## src/rtl/game_update_scheduler.sv

```systemverilog
// Per-frame sequencer: agent update slots, then a collision pass.
// Optional per-slot watchdog enabled by defining SCHED_TIMEOUT_EN.
module game_update_scheduler #(
  parameter int N_AGENTS       = 5,
  parameter int FRAME_DIV      = 1,
  parameter int TIMEOUT_CYCLES = 4096
) (
  input  logic                clk,
  input  logic                rst,
  input  logic                frame_stb,
  input  logic                enable,
  input  logic                clear_err,
  input  logic [N_AGENTS-1:0] agent_done,
  input  logic                collide_done,
  output logic [N_AGENTS-1:0] agent_start,
  output logic                collide_start,
  output logic [N_AGENTS-1:0] mem_grant,
  output logic                busy,
  output logic [7:0]          tick_count,
  output logic                overrun,
  output logic                timeout_err
);

  localparam int IW = (N_AGENTS > 1) ? $clog2(N_AGENTS) : 1;
  localparam int DW = (FRAME_DIV > 1) ? $clog2(FRAME_DIV) : 1;
  localparam logic [IW-1:0] LAST_SLOT = IW'(N_AGENTS - 1);
  localparam logic [DW-1:0] DIV_LAST = DW'(FRAME_DIV - 1);
  localparam logic [N_AGENTS-1:0] SLOT0 = N_AGENTS'(1);

  typedef enum logic [2:0] {
    IDLE,
    START,
    WAIT,
    CSTART,
    CWAIT
  } state_t;

  state_t              state;
  logic [IW-1:0]       slot;
  logic [DW-1:0]       div_cnt;
  logic                err_to;
  logic                expired;
  logic                slot_done;
  logic [N_AGENTS-1:0] next_onehot;
  logic                to_hit;

  assign slot_done   = agent_done[slot];
  assign next_onehot = SLOT0 << (slot + 1'b1);
  assign timeout_err = err_to;

  // A slot that expires without its own done counts as a watchdog hit.
  assign to_hit = expired &&
                  ((state == WAIT && !slot_done) ||
                   (state == CWAIT && !collide_done));

`ifdef SCHED_TIMEOUT_EN
  localparam int TW = $clog2(TIMEOUT_CYCLES + 1);
  logic [TW-1:0] wdog;

  assign expired = (wdog == TW'(TIMEOUT_CYCLES - 1));

  always_ff @(posedge clk) begin
    if (!rst || state == START || state == CSTART)
      wdog <= '0;
    else if (state == WAIT || state == CWAIT)
      wdog <= wdog + 1'b1;
  end
`else
  localparam int unused_timeout = TIMEOUT_CYCLES;
  assign expired = 1'b0;
`endif

  always_ff @(posedge clk) begin
    if (!rst) begin
      state         <= IDLE;
      slot          <= '0;
      div_cnt       <= '0;
      agent_start   <= '0;
      collide_start <= 1'b0;
      mem_grant     <= '0;
      busy          <= 1'b0;
      tick_count    <= '0;
      overrun       <= 1'b0;
      err_to        <= 1'b0;
    end else begin
      if (frame_stb && busy)
        overrun <= 1'b1;
      else if (clear_err)
        overrun <= 1'b0;

      if (to_hit)
        err_to <= 1'b1;
      else if (clear_err)
        err_to <= 1'b0;

      unique case (state)
        IDLE: begin
          if (frame_stb && enable) begin
            if (div_cnt == DIV_LAST) begin
              div_cnt     <= '0;
              slot        <= '0;
              busy        <= 1'b1;
              agent_start <= SLOT0;
              mem_grant   <= SLOT0;
              state       <= START;
            end else begin
              div_cnt <= div_cnt + 1'b1;
            end
          end
        end
        START: begin
          agent_start <= '0;
          state       <= WAIT;
        end
        WAIT: begin
          if (slot_done || expired) begin
            if (slot == LAST_SLOT) begin
              mem_grant     <= '0;
              collide_start <= 1'b1;
              state         <= CSTART;
            end else begin
              slot        <= slot + 1'b1;
              agent_start <= next_onehot;
              mem_grant   <= next_onehot;
              state       <= START;
            end
          end
        end
        CSTART: begin
          collide_start <= 1'b0;
          state         <= CWAIT;
        end
        CWAIT: begin
          if (collide_done || expired) begin
            busy       <= 1'b0;
            tick_count <= tick_count + 1'b1;
            state      <= IDLE;
          end
        end
        default: state <= IDLE;
      endcase
    end
  end

endmodule

```

## config.mk

```make
export PLATFORM = sky130hd
export DESIGN_NAME = game_update_scheduler
export DESIGN_NICKNAME = d
export VERILOG_FILES = /design/src/rtl/game_update_scheduler.sv
export SDC_FILE = /design/constraint.sdc
export NUM_CORES = 1
export LEC_CHECK = 0
export ABC_AREA = 1
export CORE_MARGIN = 4
export CORE_UTILIZATION = 50
export CTS_CLUSTER_DIAMETER = 120
export CTS_CLUSTER_SIZE = 16
export DETAILED_ROUTE_END_ITERATION = 6
export HOLD_SLACK_MARGIN = 0.15
export PLACE_DENSITY = 0.84
export SLEW_MARGIN = 10
export SYNTH_ARGS = -nofsm -noshare
export SYNTH_HDL_FRONTEND = slang
export SYNTH_SLANG_ARGS = --single-unit
```

## constraint.sdc

```tcl
create_clock -name clk -period 1.9 [get_ports clk]
set_clock_uncertainty 0.1 [all_clocks]
set_input_delay 0.57 -clock clk [delete_from_list [all_inputs] [get_ports clk]]
set_output_delay 0.57 -clock clk [all_outputs]
set_load 0.01 [all_outputs]
```

==> impl_metrics.csv <==
group,metric,value,unit
layout,area_growth,24.3,%
drt,routed.top_layer,"met4",
critical_path,end_kind,"flip-flop",
placed_design,dpl.hpwl,2.49,mm
layout,multiInputGateArea,803,um^2
drt,avgViaCountPerCell,5.05,
placed_design,port_buffers,31,
global_route,overflow,0,
synth,synth_ff_type,"dfxtp_1",
drt,num_vias,1464,
placed_design,place_area,1870,um^2
layout,antennaDiodeCount,0,
synth,synth_top_area_share,35.5,%
layout,seqCellArea,554,um^2
layout,final_core_util,67.0,%
synth,syn-num-nets,241,
power_and_ir_drop,seq_power_share,56.4,%
drt,antenna_left,0,
critical_path,path_class,"in2reg",
synth,yosysTopAreaCell,"dfxtp_1",
placed_design,gp_congestion,0.849,
die,pin_count,33,
critical_path,crit_top_cell,"nand2_1",
run,maxCapViolCount,0,
drt,wirelength_met1,1.51,mm
synth,yosys-top-cells-count,"56 x nand2_1, 36 x inv_1, 27 x dfxtp_1",
die,dieWidth,63.2,um
power_and_ir_drop,combPwrFrac,20.6,%
critical_path,worst_path_largest_cell_delay,0.47,ns
clocking,clockBufferDepth,2,
layout,final_cells,290,
critical_path,cp.required,2.08,ns
synth,synth-edff-count,0,
timing,setup_violations,0,
min_path,min_path_type,"reg2reg",
power_and_ir_drop,ir_worst_vdd,394,uV
critical_path,critical-path-slowest-cell,"clkdlybuf4s50_1",
clocking,h-tree-depth,1,
global_route,grt_pass1_wl,5.80,mm
timing,hold_violations,0,
synth,yosysSeqAreaShare,35.5,%
synth,syn_inst,224,
layout,final_area,1890,um^2
drt,drc,0,
outcome,status,"complete, no violations",
synth,yosysUniqueCellTypes,30,
placed_design,placed_cells,286,
global_route,grt_max_degree,15,
timing,slew_violations,0,
die,start_util,53.9,%
drt,firstDrtPassIters,4,
critical_path,critPathLaunchType,"input pin",
global_route,grtUsageTotal,17.3,%
drt,wl_met2,1.51,mm
critical_path,path_buf_inv,4,
global_route,grt_pass1_vias,1380,
synth,synth_warnings,0,
layout,fillCellCount,252,
critical_path,path_delay_family,"buffers and inverters",
global_route,antenna_found_initial,0,
synth,yosys-top-cells-area,"dfxtp_1 35%, nand2_1 14%, inv_1 8.9%",
clocking,clock_sinks,27,
die,die_h,63.2,um
clocking,numCtsBuffers,3,
clocking,cts_tree,"done",
power_and_ir_drop,p_clk_share,23.0,%
layout,drive_above_1_share,12.4,%
drt,wl_met3,141,um
clocking,ctsHoldBuffers,0,
timing,hold_ws,0.352,ns
critical_path,arrival,1.87,ns
timing,fmax,0.592,GHz
power_and_ir_drop,p_leak,0.956,nW
power_and_ir_drop,p_sw,0.314,mW
synth,ys_seq_elements,27,
clocking,clkSlewWorstSetupHoldPaths,0.14,ns
power_and_ir_drop,power.total,1.08,mW
layout,nets,277,
die,die-area,3990,um^2
clocking,clk_latency,0.33,ns
drt,routed_wl,3.20,mm
synth,synth_most_common_cell,"nand2_1",
clocking,cts_root_buffer,"clkbuf_4",
power_and_ir_drop,switching_share,29.0,%
critical_path,crit_chain,"clkdlybuf4s50_1, inv_1, nand2_1, nand3_1, nand2_1, nand2_1, nand2_2, buf_4, nand3_2, nand2_1, inv_1, nor2_1",
synth,async_reset_ff_share,0,%
timing,finalCritPeriodShare,88.8,%
critical_path,worstPathMaxFanout,10,
timing,rsz0062_at_grt,"false",
critical_path,r2r_slack,0.26,ns
die,core_area,2830,um^2
drt,dr.first_iter.drc_count,65,
power_and_ir_drop,power.density,570,nW/um^2
die,std_cell_rows,19,
power_and_ir_drop,p_int,0.767,mW
timing,fin_crit,1.69,ns
drt,wire_per_inst,11.0,um
synth,syn_avg_cell_area,6.80,um^2
synth,synth_area,1520,um^2
cell usage in the layout (no fill, tap or decap), types with 5 or more instances in the layout:
cell	synthesis	final
dfxtp_2	0	8
dlygate4sd2_1	0	19
nor2_1	23	23
dfxtp_1	27	18
clkdlybuf4s50_1	0	10
nand4_1	10	10
nand3_1	18	18
ha_1	6	6
nand2_1	56	56
inv_1	36	36
a21oi_1	16	16
buf_4	1	5
sequential cells by signal (all words and copies together), names as in the netlist:
name,cells
tick_count,8
state,3
agent_start,5
collide_start,1
slot,3
overrun,1
busy,1
mem_grant,5
power groups by stage:
| stage | clock [mW] | combinational [mW] | sequential, mW |
|---|---|---|---|
| after floorplan | 0 | 0.142 | 0.629 |
| after global placement | 0 | 0.230 | 0.623 |
| after detailed placement | 0 | 0.232 | 0.624 |
| after CTS | 0.258 | 0.223 | 0.609 |
| after global routing | 0.278 | 0.256 | 0.614 |
| final | 0.248 | 0.222 | 0.610 |
through the flow:
step / TNS (ns) / worst slack, ns
floorplan: 0 / 0.410
CTS: 0 / 0.0000194
detailed placement: -1.27 / -0.126
global placement: -0.842 / -0.0815
global route: 0 / 0.0554
finish: 0 / 0.212
routing by layer:
metal	up-vias	global-route usage [%]
met5	-	0
met4	0	3.77
met3	6	4.44
met2	29	29.0
met1	654	22.3
li1	775	-
timing repair:
item                                    CTS  global route
endpoints found under the hold margin     0             0
pin swaps                                 0             0
buffers inserted                          0             0
endpoints found under the setup margin   19             5
resized for setup                        27             4
tightest hold or removal path, stage by stage (launching register included):
cell     delay, ns
dfxtp_1       0.33
inv_1         0.04
a21oi_1       0.05
layout make-up:
type	instances	area share (%)
clock buffer	4	1.39
inverter	38	7.53
multi-input combinational	154	42.4
sequential	27	29.3
tap	31	2.05
timing repair buffer	36	17.4
path summary, 6_finish.rpt:
| check | end | cells after the start | from |
|---|---|---|---|
| worst min register to register | collide_start$_SDFFE_PN0P_ | 2 | collide_start$_SDFFE_PN0P_ |
| worst max register to register | slot[1]$_SDFFE_PN0P_ | 9 | slot[0]$_SDFFE_PN0P_ |
| worst max-delay path | agent_start[0]$_SDFFE_PN0P_ | 12 | agent_done[3] |
| worst min-delay path | collide_start$_SDFFE_PN0P_ | 2 | collide_start$_SDFFE_PN0P_ |
cells by family (layout without fill, tap and decap cells):
kind of cell	count (synthesis)	count (layout)	synth area share, %
xor gates and xnor gates	1	1	0.575
other	1	1	0.246
DFF	27	27	35.5
AOI/OAI and AO/OA	24	24	9.03
adders and majority gates	6	6	4.93
and+or+nand+nor	122	122	37.9
buffers and inverters	43	78	11.8
Note: power is estimated with default switching activity, not from simulation.
